`src/rtl/dpram_latency_core.sv`:
```
// dpram_latency_core: true dual-port RAM with independent fixed write-commit and read-return latencies per port.
// Optional feature: define COLLISION_FLAG_EN to add the registered collision output.
module dpram_latency_core #(
    parameter int DATA_WIDTH  = 8,
    parameter int MEM_DEPTH   = 16,
    parameter int ADDR_WIDTH  = $clog2(MEM_DEPTH),
    parameter int WR_LATENCYA = 10,
    parameter int RD_LATENCYA = 5,
    parameter int WR_LATENCYB = 7,
    parameter int RD_LATENCYB = 8
) (
    input  logic                  clk,
    input  logic                  rst_n,
    input  logic                  en_a,
    input  logic                  wr_a,
    input  logic [ADDR_WIDTH-1:0] addr_a,
    input  logic [DATA_WIDTH-1:0] din_a,
    output logic [DATA_WIDTH-1:0] dout_a,
    output logic                  valid_a,
    input  logic                  en_b,
    input  logic                  wr_b,
    input  logic [ADDR_WIDTH-1:0] addr_b,
    input  logic [DATA_WIDTH-1:0] din_b,
    output logic [DATA_WIDTH-1:0] dout_b,
    output logic                  valid_b
`ifdef COLLISION_FLAG_EN
    ,
    output logic                  collision
`endif
);
    function automatic logic in_rng(input logic [ADDR_WIDTH-1:0] a);
        return (MEM_DEPTH == (1 << ADDR_WIDTH)) || ({1'b0, a} < (ADDR_WIDTH+1)'(MEM_DEPTH));
    endfunction

    logic [DATA_WIDTH-1:0]  r_mem [MEM_DEPTH];
    logic [WR_LATENCYA-1:0] r_wv_a;
    logic [ADDR_WIDTH-1:0]  r_wa_a [WR_LATENCYA];
    logic [DATA_WIDTH-1:0]  r_wd_a [WR_LATENCYA];
    logic [RD_LATENCYA-1:0] r_rv_a;
    logic [DATA_WIDTH-1:0]  r_rd_a [RD_LATENCYA];
    logic [WR_LATENCYB-1:0] r_wv_b;
    logic [ADDR_WIDTH-1:0]  r_wa_b [WR_LATENCYB];
    logic [DATA_WIDTH-1:0]  r_wd_b [WR_LATENCYB];
    logic [RD_LATENCYB-1:0] r_rv_b;
    logic [DATA_WIDTH-1:0]  r_rd_b [RD_LATENCYB];
    logic [DATA_WIDTH-1:0]  r_dout_a, r_dout_b;
    logic                   r_valid_a, r_valid_b;

    logic                  w_cv_a, w_cv_b, w_rs_a, w_rs_b;
    logic [ADDR_WIDTH-1:0] w_ca_a, w_ca_b;
    logic [DATA_WIDTH-1:0] w_cd_a, w_cd_b, w_rdat_a, w_rdat_b;

    assign w_ca_a   = r_wa_a[WR_LATENCYA-1];
    assign w_cd_a   = r_wd_a[WR_LATENCYA-1];
    assign w_cv_a   = r_wv_a[WR_LATENCYA-1] & in_rng(w_ca_a);
    assign w_ca_b   = r_wa_b[WR_LATENCYB-1];
    assign w_cd_b   = r_wd_b[WR_LATENCYB-1];
    assign w_cv_b   = r_wv_b[WR_LATENCYB-1] & in_rng(w_ca_b);
    assign w_rs_a   = en_a & ~wr_a;
    assign w_rs_b   = en_b & ~wr_b;
    assign w_rdat_a = in_rng(addr_a) ? r_mem[addr_a] : '0;
    assign w_rdat_b = in_rng(addr_b) ? r_mem[addr_b] : '0;
    assign dout_a   = r_dout_a;
    assign valid_a  = r_valid_a;
    assign dout_b   = r_dout_b;
    assign valid_b  = r_valid_b;

    // Array commit: A is applied last so it wins a same-address, same-edge commit
    always_ff @(posedge clk) begin
        if (w_cv_b) r_mem[w_ca_b] <= w_cd_b;
        if (w_cv_a) r_mem[w_ca_a] <= w_cd_a;
    end

    // Port A write/read pipelines and result register; reset flushes everything in flight
    always_ff @(posedge clk or negedge rst_n) begin
        if (!rst_n) begin
            r_wv_a    <= '0;
            r_rv_a    <= '0;
            r_dout_a  <= '0;
            r_valid_a <= 1'b0;
            for (int i = 0; i < WR_LATENCYA; i++) begin
                r_wa_a[i] <= '0;
                r_wd_a[i] <= '0;
            end
            for (int i = 0; i < RD_LATENCYA; i++) r_rd_a[i] <= '0;
        end else begin
            r_wv_a[0] <= en_a & wr_a;
            r_wa_a[0] <= addr_a;
            r_wd_a[0] <= din_a;
            for (int i = 1; i < WR_LATENCYA; i++) begin
                r_wv_a[i] <= r_wv_a[i-1];
                r_wa_a[i] <= r_wa_a[i-1];
                r_wd_a[i] <= r_wd_a[i-1];
            end
            r_rv_a[0] <= w_rs_a;
            r_rd_a[0] <= w_rdat_a;
            for (int i = 1; i < RD_LATENCYA; i++) begin
                r_rv_a[i] <= r_rv_a[i-1];
                r_rd_a[i] <= r_rd_a[i-1];
            end
            r_valid_a <= r_rv_a[RD_LATENCYA-1];
            if (r_rv_a[RD_LATENCYA-1]) r_dout_a <= r_rd_a[RD_LATENCYA-1];
        end
    end

    // Port B write/read pipelines and result register; reset flushes everything in flight
    always_ff @(posedge clk or negedge rst_n) begin
        if (!rst_n) begin
            r_wv_b    <= '0;
            r_rv_b    <= '0;
            r_dout_b  <= '0;
            r_valid_b <= 1'b0;
            for (int i = 0; i < WR_LATENCYB; i++) begin
                r_wa_b[i] <= '0;
                r_wd_b[i] <= '0;
            end
            for (int i = 0; i < RD_LATENCYB; i++) r_rd_b[i] <= '0;
        end else begin
            r_wv_b[0] <= en_b & wr_b;
            r_wa_b[0] <= addr_b;
            r_wd_b[0] <= din_b;
            for (int i = 1; i < WR_LATENCYB; i++) begin
                r_wv_b[i] <= r_wv_b[i-1];
                r_wa_b[i] <= r_wa_b[i-1];
                r_wd_b[i] <= r_wd_b[i-1];
            end
            r_rv_b[0] <= w_rs_b;
            r_rd_b[0] <= w_rdat_b;
            for (int i = 1; i < RD_LATENCYB; i++) begin
                r_rv_b[i] <= r_rv_b[i-1];
                r_rd_b[i] <= r_rd_b[i-1];
            end
            r_valid_b <= r_rv_b[RD_LATENCYB-1];
            if (r_rv_b[RD_LATENCYB-1]) r_dout_b <= r_rd_b[RD_LATENCYB-1];
        end
    end

`ifdef COLLISION_FLAG_EN
    logic r_coll;

    // Flag same-edge write/write or read-sample/write commits to one address
    always_ff @(posedge clk or negedge rst_n) begin
        if (!rst_n) r_coll <= 1'b0;
        else r_coll <= (w_cv_a & w_cv_b & (w_ca_a == w_ca_b)) |
                       (w_rs_a & w_cv_b & (addr_a == w_ca_b)) |
                       (w_rs_b & w_cv_a & (addr_b == w_ca_a));
    end

    assign collision = r_coll;
`endif
endmodule

```
`config.mk`:
```
export PLATFORM = sky130hd
export DESIGN_NAME = dpram_latency_core
export DESIGN_NICKNAME = d
export VERILOG_FILES = /design/src/rtl/dpram_latency_core.sv
export SDC_FILE = /design/constraint.sdc
export NUM_CORES = 1
export LEC_CHECK = 0
export ABC_AREA = 1
export BUFFER_PORTS_ARGS = -buffer_cell sky130_fd_sc_hd__buf_4
export CAP_MARGIN = 10
export CORE_UTILIZATION = 55
export CTS_CLUSTER_DIAMETER = 60
export DETAILED_ROUTE_END_ITERATION = 16
export MAX_ROUTING_LAYER = met4
export PLACE_DENSITY = 0.74
export SYNTH_ARGS = -nofsm -noshare
export SYNTH_HDL_FRONTEND = slang
export SYNTH_SLANG_ARGS = --single-unit
```
`constraint.sdc`:
```
create_clock -name clk -period 1.62 [get_ports clk]
set_input_delay 0.243 -clock clk [delete_from_list [all_inputs] [get_ports clk]]
set_output_delay 0.243 -clock clk [all_outputs]
set_load 0.02 [all_outputs]
```
==> results.toml, run 1 <==
[outcome]
run_status = "finished with violations"
violations = "setup timing"

[timing]
worst_pin_slew_ns = 0.492
setup_viol = 40
hold_viol = 0
maxSlewHeadroom = 0.672
fin_worst_skew_ns = 0.0193
rsz0062_at_grt = "true"
finalMaxSlewViolations = 0
finalCriticalPeriod_ns = 1.67
max_clock_freq_ghz = 0.598
setup_tns_after_final_layout_ns = -0.850
setup_ws_ns = -0.0518
fin_crit_sh = 1.03
final.hold.worst_slack_ns = 0.0451

[logic_synthesis]
synth_top_family_by_area = "simple AND/OR/NAND/NOR gates"
post_synth_num_cell_types = 19
yosysTopAreaCellShare = 0.511
synth.cell_area_um2 = 17400
ys_dominant_reg_cell = "sky130_fd_sc_hd__dfrtp_1"
syn-instance-count = 1558
synth.mux.area_fraction = 0.0103
synth_adder_area_share = 0
number_of_enable_type_register_cells_in_the_synthesized_netlist = 128
synth_simple_gate_area_frac = 0.161
mapped_avg_cell_area_um2 = 11.2
yosysMostFrequentCell = "sky130_fd_sc_hd__nand2_1"
synth_seq_cells = 484
yosys.area_share.xor_xnor = 0
synth_compound_gate_area_share = 0.0415
synth_fp_nets = 1588
synth.largest_area_cell = "sky130_fd_sc_hd__dfrtp_1"
yosys-top-cells-area = "sky130_fd_sc_hd__dfrtp_1, sky130_fd_sc_hd__edfxtp_1, sky130_fd_sc_hd__nand2_1"
yosys-top-cells-count = "sky130_fd_sc_hd__nand2_1, sky130_fd_sc_hd__dfrtp_1, sky130_fd_sc_hd__nand3_1"
synth-warning-count = 0
ys_seq_area_frac = 0.731
synth-async-reset-ratio = 0.736

[layout]
area.growth.synth_to_final_pct = 20.4
layout.cell_area.non_filler_um2 = 21000
final_cells = 2126
layout-drive-gt1-share = 0.150
design.final.nets = 1722
diodes = 0

[worst_setup_path]
crit_arrival_ns = 1.94
path_max_fanout = 8
crit_required_ns = 1.89
crit_path_start_kind = "flip-flop"
timing.critical_path.to_type = "flip-flop"
critPathKind = "flip-flop to flip-flop"

[clock_tree]
clkSlewWorstSetupHoldPaths_ns = 0.06
clock_buffers_created_by_tritoncts = 47
htree_num_levels = 2
ctsLongestPathBuffers = 3
tritoncts_clock_tree = "built"
clk_latency_ns = 0.56
clk_sinks = 484
clock_tree.root_cell = "sky130_fd_sc_hd__clkbuf_16"

[placed_design]
postPlaceCellArea_um2 = 18900
place_congestion = 0.949
place_inst = 2009
port_buffers = 47
dp.final_hpwl_mm = 27.5

[flow_run]
cap_viol_max_count = 0

[die]
fp.dieArea_um2 = 32400
core_um2 = 30900
chipWidth_um = 180
io_count = 48
floorplan.die.height_um = 180
initial_standard_cell_utilization_of_the_core = 0.564
core.rowCount = 64

[route]
drt-wirelength-per-cell_um = 21.1
routed_wl_mm = 44.8
detail_route.first_pass.iterations = 6
route.detailed.drc = 0
vias = 11800
detail_route.vias_per_cell = 5.54
route.antenna.remaining_nets = 0
dr.first_iter.drc_count = 1457

[grt]
global_route_congestion_overflow_total = 0
grtUsageTotal = 0.291
antenna_found_initial = 2
via_count_of_the_first_global_routing_pass = 11700
wire_length_of_the_first_global_routing_pass_mm = 68.2
grt_start_max_net_pins = 62

[pwr]
cellPowerDensity_nw_per_um2 = 1280
power_leakage_uw = 0.00983
ir_worst_vdd_v = 0.00122

[min_path]
hold_path_class = "primary input to flip-flop"
[cells by family after synthesis]
| logic type | count (synthesis) |
|---|---|
| flops | 484 |
| buf+inv | 250 |
| simple gates | 664 |
| compound gates | 144 |
| mux | 16 |
[final cells by class]
| type | instances | area [um^2] |
|---|---|---|
| timing repair buffer | 167 | 1640 |
| sequential | 484 | 12800 |
| multi-input combinational | 824 | 3820 |
| tap | 396 | 495 |
| inverter | 168 | 631 |
| fill | 2147 | 9910 |
| clock inverter | 18 | 209 |
| clock buffer | 69 | 1460 |
[placed cells by master, fill, tap and decap left out, types with 6 or more instances in the layout]
cell | synthesis | routed
sky130_fd_sc_hd__nand2_1 | 424 | 423
sky130_fd_sc_hd__dfrtp_1 | 356 | 356
sky130_fd_sc_hd__nand3_1 | 228 | 228
sky130_fd_sc_hd__inv_1 | 166 | 166
sky130_fd_sc_hd__edfxtp_1 | 128 | 128
sky130_fd_sc_hd__buf_4 | 2 | 110
sky130_fd_sc_hd__o21ai_0 | 136 | 109
sky130_fd_sc_hd__clkbuf_16 | 0 | 52
sky130_fd_sc_hd__dlygate4sd3_1 | 0 | 26
sky130_fd_sc_hd__buf_12 | 0 | 23
sky130_fd_sc_hd__o21ai_1 | 6 | 20
sky130_fd_sc_hd__mux2_2 | 16 | 16
sky130_fd_sc_hd__clkbuf_8 | 0 | 9
sky130_fd_sc_hd__o21ai_2 | 0 | 8
sky130_fd_sc_hd__clkbuf_1 | 51 | 8
sky130_fd_sc_hd__buf_6 | 0 | 7
sky130_fd_sc_hd__nor2_1 | 6 | 6
[registers in the layout, summed over array words and instances, names as in the netlist, 5 cells and up]
name    count
dout_a      8
dout_b      8
r_mem     128
r_rd_a     40
r_rd_b     64
r_rv_a      5
r_rv_b      8
r_wa_a     36
r_wa_b     24
r_wd_a     72
r_wd_b     48
r_wv_a     10
r_wv_b      7
w_cd_a      8
w_cd_b      8
[power by group]
group	internal (uW)	switching (uW)	total (uW)
Combinational	675	1220	1890
Sequential	13200	287	13500
Clock	6660	4730	11400
Total	20600	6240	26800
[timing repair]
item / 4_1_cts / 5_1_grt
pin swaps: 1 / 2
hold buffers: 26 / 0
resized for setup: 2 / 26
cloned: 0 / 0
hold endpoints to repair: 101 / 0
setup endpoints to repair: 2 / 117
setup buffers: 0 / 4
[stage by stage]
stage,setup slack [ns],total power (uW),util
final,-0.0518,26800,0.679
after floorplan,-0.0751,14500,-
after global placement,0.0671,15400,0.613
after detailed placement,-0.00249,15500,0.613
after global routing,-0.120,27700,0.679
after CTS,0.00996,26900,0.675
[routing by layer]
layer  share of wire  global-route usage  up-vias
met5               0                   -        -
met4           0.046               0.136        0
met3           0.089              0.0519      136
met2            0.48               0.448      640
met1            0.39               0.381     5720
li1                -                   -     5281
[worst max-delay path, stage by stage (launching register included)]
cell and delay (ns):
sky130_fd_sc_hd__dfrtp_1 0.41, sky130_fd_sc_hd__buf_4 0.14, sky130_fd_sc_hd__nor3_2 0.16, sky130_fd_sc_hd__buf_4 0.16, sky130_fd_sc_hd__inv_1 0.14, sky130_fd_sc_hd__o22ai_1 0.16, sky130_fd_sc_hd__buf_4 0.21
[path summary, 6_finish.rpt]
path                                          endpoint  depth (start not counted)                 from  slack [ns]
worst min register to register     w_cd_a[1]$_DFF_PN0_                          0  r_wd_a[9]$_DFF_PN0_        0.34
max in group asynchronous         r_wa_a[20]$_DFF_PN0_                          3                rst_n        0.72
worst max register to register  r_mem[14][2]$_DFFE_PP_                          6  w_ca_a[0]$_DFF_PN0_       -0.05
worst min-delay path              r_wa_b[25]$_DFF_PN0_                          2            addr_b[1]        0.05
worst max-delay path            r_mem[14][2]$_DFFE_PP_                          6  w_ca_a[0]$_DFF_PN0_       -0.05
min in group asynchronous          r_rd_b[1]$_DFF_PN0_                          2                rst_n        0.21
Note: power is estimated with default switching activity, not from simulation.
==> run 2: changes to the inputs <==
--- a/config.mk
+++ b/config.mk
@@ -8,11 +8,13 @@
 export ABC_AREA = 1
 export BUFFER_PORTS_ARGS = -buffer_cell sky130_fd_sc_hd__buf_4
 export CAP_MARGIN = 10
-export CORE_UTILIZATION = 55
+export CELL_PAD_IN_SITES_DETAIL_PLACEMENT = 0
+export CELL_PAD_IN_SITES_GLOBAL_PLACEMENT = 1
+export CORE_UTILIZATION = 45
 export CTS_CLUSTER_DIAMETER = 60
 export DETAILED_ROUTE_END_ITERATION = 16
 export MAX_ROUTING_LAYER = met4
-export PLACE_DENSITY = 0.74
+export PLACE_DENSITY_LB_ADDON = 0.1
 export SYNTH_ARGS = -nofsm -noshare
 export SYNTH_HDL_FRONTEND = slang
 export SYNTH_SLANG_ARGS = --single-unit
==> run 2 against run 1 <==
  * The run now ends clean
  * Final area rose by 1.9%
  * Final cell count rose by 5.8%
  * Clock power barely moved
  * Clock skew rose by 0.00076 ns
  * Via count fell by 2.3%
  * Flip-flop and latch count did not move
  * Register-to-register slack improved by 0.10 ns
  * Global-route usage fell by 5.0 points
  * Combinational power barely moved
  * Die area rose by 22%
  * Power rose by 0.67%
  * Worst hold slack got worse by 0.0090 ns
  * Highest routed layer unchanged
==> results.toml, run 2 (synthesized netlist as in run 1, its figures left out) <==
[timing]
rsz0062_at_grt = "true"
hold_viol = 0
fin_crit_sh = 0.968
maxSlewHeadroom = 0.616
fin_worst_skew_ns = 0.0201
finalMaxSlewViolations = 0
max_clock_freq_ghz = 0.638
worst_pin_slew_ns = 0.576
setup_tns_after_final_layout_ns = 0
finalCriticalPeriod_ns = 1.57
setup_viol = 0
setup_ws_ns = 0.0515

[clock_tree]
clock_tree.root_cell = "sky130_fd_sc_hd__clkbuf_16"
clkSlewWorstSetupHoldPaths_ns = 0.06
clock_buffers_created_by_tritoncts = 50
clk_sinks = 484
ctsLongestPathBuffers = 3
clk_latency_ns = 0.59
tritoncts_clock_tree = "built"
htree_num_levels = 2

[worst_setup_path]
worstReg2RegEnd = "r_mem[8][3]$_DFFE_PP_"
crit_path_start_kind = "flip-flop"
critical_path_buf_inv_count = 2
critPathKind = "flip-flop to flip-flop"
reg2regPathDepth = 6
path_delay_family = "flip-flops"
worst-r2r-setup-slack_ns = 0.05
worst_setup_path_endpoint = "r_mem[8][3]$_DFFE_PP_"
r2r-start = "w_ca_a[0]$_DFF_PN0_"
path_max_fanout = 16
crit_path_cell_trace = "nor3_1, buf_4, nand2_1, buf_12, nand2_1, o21ai_0"
crit_slowest_cell = "sky130_fd_sc_hd__dfrtp_1"
crit_arrival_ns = 1.89
critical_path.max_stage_delay_ns = 0.43
cpMostUsedCell = "sky130_fd_sc_hd__nand2_1"
timing.critical_path.to_type = "flip-flop"
setup.worst_path.start = "w_ca_a[0]$_DFF_PN0_"
crit_cells = 6
crit_required_ns = 1.94

[flow_run]
cap_viol_max_count = 0

[placed_design]
postPlaceCellArea_um2 = 19300
place_inst = 2128
port_buffers = 47
place_congestion = 0.890
dp.final_hpwl_mm = 29.1
dp_slack_ns = -0.0143

[die]
initial_standard_cell_utilization_of_the_core = 0.460
chipWidth_um = 199
io_count = 48
core_um2 = 37900
core.rowCount = 71
fp.dieArea_um2 = 39600
floorplan.die.height_um = 199

[min_path]
hold_path_class = "primary input to flip-flop"

[pwr]
combinationalPowerShare = 0.070
clockPowerShare = 0.430
power.net_switching_uw = 6210
switching_fraction = 0.230
power_leakage_uw = 0.00995
cellPowerDensity_nw_per_um2 = 1260
power_report.internal_total_uw = 20800
ir_worst_vdd_v = 0.00104
sequential_cell_fraction_of_total_power = 0.500

[layout]
register_with_the_most_flip_flops = "r_mem"
diodes = 0
design.final.nets = 1730
final_cells = 2250
largest_register_ffs = 128
layout.cell_area.non_filler_um2 = 21400
layout-drive-gt1-share = 0.158
layout.cells.most_common_list = "sky130_fd_sc_hd__nand2_1, sky130_fd_sc_hd__dfrtp_1, sky130_fd_sc_hd__nand3_1"
nFillCells = 3182
largest_registers = "r_mem x128, r_wd_a x72, r_rd_b x64"
layout_commonest_cell = "sky130_fd_sc_hd__nand2_1"
area.growth.synth_to_final_pct = 22.7

[grt]
via_count_of_the_first_global_routing_pass = 11100
wire_length_of_the_first_global_routing_pass_mm = 67.1
global_route_congestion_overflow_total = 0
grt_start_max_net_pins = 82
antenna_found_initial = 1
grtUsageTotal = 0.241

[route]
detail_route.vias_per_cell = 5.11
routed_wl_mm = 44.6
dr.first_iter.drc_count = 1033
route.antenna.remaining_nets = 0
drt-wirelength-per-cell_um = 19.8
vias = 11500
route.detailed.drc = 0
detail_route.first_pass.iterations = 7

[outcome]
run_status = "finished, final reports clean"
==> run 2: cell count changes in the layout (fill, tap and decap cells not counted), sizes merged <==
cell         change
buf              +3
clkbuf           +3
bufinv           -1
clkinv           +2
clkinvlp         -1
inv              +1
dlygate4sd3      +2
==> run 2: final cells by class <==
type / instances / area (um^2) / area share
tap: 511 / 639 / 0.0299
timing repair buffer: 172 / 1840 / 0.0861
multi-input combinational: 824 / 3820 / 0.178
clock inverter: 19 / 173 / 0.00807
sequential: 484 / 12800 / 0.596
clock buffer: 72 / 1540 / 0.0720
inverter: 168 / 631 / 0.0295
==> run 2: worst reg2reg max path: cells and delay by family (launching register included) <==
kind	cells	cell delay, ns
flops	1	0.43
simple gates	3	0.41
compound gates	1	0.10
buf+inv	2	0.37
==> run 2: worst min-delay path by stage <==
stage	from	end	depth (start not counted)
floorplan	rst_n	dout_a[0]$_DFFE_PN0P_	0
global placement	rst_n	r_rv_b[6]$_DFF_PN0_	1
detailed placement	rst_n	r_rv_b[6]$_DFF_PN0_	1
CTS	addr_a[1]	r_wa_a[37]$_DFF_PN0_	2
global route	addr_a[1]	r_wa_a[37]$_DFF_PN0_	2
finish	addr_a[1]	r_wa_a[37]$_DFF_PN0_	2
==> run 2: timing repair <==
| action | in CTS | in global routing |
|---|---|---|
| endpoints found under the setup margin | 14 | 117 |
| hold endpoints to repair | 224 | 0 |
| resized for setup | 2 | 19 |
| hold buffers | 28 | 0 |
| buffers inserted | 0 | 3 |
| pin swaps | 0 | 6 |
==> run 2: power groups by stage <==
stage	combinational, uW	clock [uW]	sequential (uW)
after floorplan	758	0	13700
after global placement	1810	0	13700
after detailed placement	1830	0	13700
after CTS	1900	11900	13500
after global routing	2070	12400	13600
final	1900	11600	13500
==> run 2: routing by layer <==
| layer | share of wire | GRT usage | routed length, um |
|---|---|---|---|
| met4 | 0.036 | 0.0969 | 1590 |
| met1 | 0.43 | 0.324 | 19300 |
| met3 | 0.061 | 0.0344 | 2740 |
| met2 | 0.47 | 0.373 | 21000 |
| met5 | 0 | - | 0 |
==> run 2: metrics by stage <==
step	util	hold slack, ns	power [uW]
after floorplan	-	-0.0526	14500
after global placement	0.509	0.152	15500
after detailed placement	0.509	0.150	15600
after CTS	0.561	0.00781	27300
after global routing	0.564	0.0216	28000
final	0.564	0.0361	27000
==> run 3: changes to the inputs <==
--- a/config.mk
+++ b/config.mk
@@ -11,6 +11,7 @@
 export CELL_PAD_IN_SITES_DETAIL_PLACEMENT = 0
 export CELL_PAD_IN_SITES_GLOBAL_PLACEMENT = 1
 export CORE_UTILIZATION = 45
+export CTS_BUF_LIST = sky130_fd_sc_hd__clkbuf_16
 export CTS_CLUSTER_DIAMETER = 60
 export DETAILED_ROUTE_END_ITERATION = 16
 export MAX_ROUTING_LAYER = met4
==> run 3 against run 2 <==
  * Combinational power barely moved
  * Clock-buffer cell count fell by 16
  * Final cell count did not move
  * Power fell by 1.7%
  * Die area did not move
  * Sequential share of layout area rose by 0.21 points
  * Global-route usage barely moved
  * Fmax rose by 2.3%
  * Non-clock buffer count did not move
  * Largest power group unchanged
  * Largest cell class unchanged
  * Routed wire length fell by 0.11%
  * Final area fell by 0.34%
  * Utilization fell by 0.19 points
  * Critical path type unchanged
==> results.toml, run 3 (synthesized netlist as in run 1, its figures left out) <==
[route]
drt-wirelength-per-cell_um = 19.8
detail_route.vias_per_cell = 5.09
routed_wl_mm = 44.6
route.detailed.drc = 0
detail_route.first_pass.iterations = 6
route.antenna.remaining_nets = 0
vias = 11400
dr.first_iter.drc_count = 1038

[worst_setup_path]
worstReg2RegEnd = "r_mem[1][6]$_DFFE_PP_"
path_max_fanout = 8
worst-r2r-setup-slack_ns = 0.09
critPathKind = "flip-flop to flip-flop"
crit_required_ns = 1.91
crit_path_start_kind = "flip-flop"
reg2regPathDepth = 5
timing.critical_path.to_type = "flip-flop"
setup.worst_path.start = "w_ca_a[0]$_DFF_PN0_"
crit_arrival_ns = 1.83
r2r-start = "w_ca_a[0]$_DFF_PN0_"

[layout]
register_with_the_most_flip_flops = "r_mem"
area.growth.synth_to_final_pct = 22.2
largest_registers = "r_mem x128, r_wd_a x72, r_rd_b x64"
nFillCells = 3191
diodes = 0
largest_register_ffs = 128
layout-drive-gt1-share = 0.155
layout.cells.most_common_list = "sky130_fd_sc_hd__nand2_1, sky130_fd_sc_hd__dfrtp_1, sky130_fd_sc_hd__nand3_1"
design.final.nets = 1730
layout_commonest_cell = "sky130_fd_sc_hd__nand2_1"
final_cells = 2250

[timing]
finalMaxSlewViolations = 0
setup_viol = 0
maxSlewHeadroom = 0.600
rsz0062_at_grt = "false"
max_clock_freq_ghz = 0.652
fin_crit_sh = 0.947
fin_worst_skew_ns = 0.0203
finalCriticalPeriod_ns = 1.53
worst_pin_slew_ns = 0.600
setup_tns_after_final_layout_ns = 0
hold_viol = 0
final.hold.worst_slack_ns = 0.0346

[clock_tree]
tritoncts_clock_tree = "built"
htree_num_levels = 2
clkSlewWorstSetupHoldPaths_ns = 0.06
clock_buffers_created_by_tritoncts = 50
clock_tree.root_cell = "sky130_fd_sc_hd__clkbuf_16"
clk_latency_ns = 0.59
clk_sinks = 484
ctsLongestPathBuffers = 3

[die]
core.rowCount = 71
initial_standard_cell_utilization_of_the_core = 0.460
fp.dieArea_um2 = 39600
floorplan.die.height_um = 199
chipWidth_um = 199
io_count = 48
core_um2 = 37900

[grt]
grtUsageTotal = 0.242
grt_start_max_net_pins = 82
global_route_congestion_overflow_total = 0
via_count_of_the_first_global_routing_pass = 11200
wire_length_of_the_first_global_routing_pass_mm = 67.1
antenna_found_initial = 1

[pwr]
p_total_uw = 26600
power_leakage_uw = 0.00994
ir_worst_vdd_v = 0.000999
cellPowerDensity_nw_per_um2 = 1250

[outcome]
run_status = "finished, final reports clean"

[placed_design]
place_inst = 2128
place_congestion = 0.890
port_buffers = 47
dp.final_hpwl_mm = 29.1

[min_path]
holdCritStartpoint = "addr_a[1]"
hold-path-cell-count = 2
hold_path_class = "primary input to flip-flop"
timing.hold.worst_endpoint = "r_wa_a[37]$_DFF_PN0_"

[flow_run]
cap_viol_max_count = 0
==> run 3: changes by cell type in the layout (fill, tap and decap cells not counted), moves of 2 or more <==
cell                       before  now
sky130_fd_sc_hd__clkbuf_1       8    0
sky130_fd_sc_hd__clkbuf_8       8    0
sky130_fd_sc_hd__clkinv_1       0    8
sky130_fd_sc_hd__dfrtp_1      356  354
sky130_fd_sc_hd__dfrtp_2        0    2
sky130_fd_sc_hd__inv_1        163  171
sky130_fd_sc_hd__o21ai_0      120  122
sky130_fd_sc_hd__o21ai_1        8    6
==> run 3: how the worst max path moves through the flow <==
stage,to,cells past startpoint
floorplan,r_mem[11][0]$_DFFE_PP_,5
global placement,r_mem[10][6]$_DFFE_PP_,4
detailed placement,r_mem[15][4]$_DFFE_PP_,4
CTS,r_mem[14][4]$_DFFE_PP_,5
global route,r_mem[3][4]$_DFFE_PP_,5
finish,r_mem[1][6]$_DFFE_PP_,5
==> run 3: timing repair <==
item                                    4_1_cts  5_1_grt
endpoints found under the setup margin       14      117
hold endpoints to repair                    224        0
pin swaps                                     0        6
resized for setup                             2       20
hold buffers                                 28        0
setup buffers                                 0        3
==> run 3: layout make-up <==
class,instances,area (um^2),area share
inverter,168,631,0.0296
multi-input combinational,824,3820,0.179
clock buffer,56,1400,0.0657
sequential,484,12800,0.598
clock inverter,35,233,0.0109
tap,511,639,0.0300
timing repair buffer,172,1840,0.0864
==> run 3: critical path: stages, from the launching register on <==
cell,delay [ns]
sky130_fd_sc_hd__dfrtp_2,0.41
sky130_fd_sc_hd__inv_2,0.08
sky130_fd_sc_hd__nor3_4,0.33
sky130_fd_sc_hd__nand2_2,0.15
sky130_fd_sc_hd__o21ai_2,0.11
sky130_fd_sc_hd__buf_12,0.16
==> run 3: power breakdown <==
group,switching (uW),total [uW],internal (uW)
Combinational,1200,1900,697
Sequential,254,13500,13300
Clock,4730,11100,6420
==> run 3: layer usage <==
metal / part of all wire / wire length [um] / global-route usage / vias up
li1: - / - / - / 5305
met1: 0.43 / 19100 / 0.323 / 5600
met2: 0.47 / 21000 / 0.373 / 428
met3: 0.067 / 2970 / 0.0344 / 110
met4: 0.035 / 1540 / 0.0969 / 0
met5: 0 / 0 / - / -
==> run 3: stage by stage <==
step | setup WS (ns) | cell area, um^2 | util
after floorplan | -0.0751 | 17500 | -
after global placement | -0.0119 | 19300 | 0.509
after detailed placement | -0.0143 | 19300 | 0.509
after CTS | 0.0116 | 21200 | 0.559
after global routing | 0.0242 | 21300 | 0.562
final | 0.0866 | 21300 | 0.562
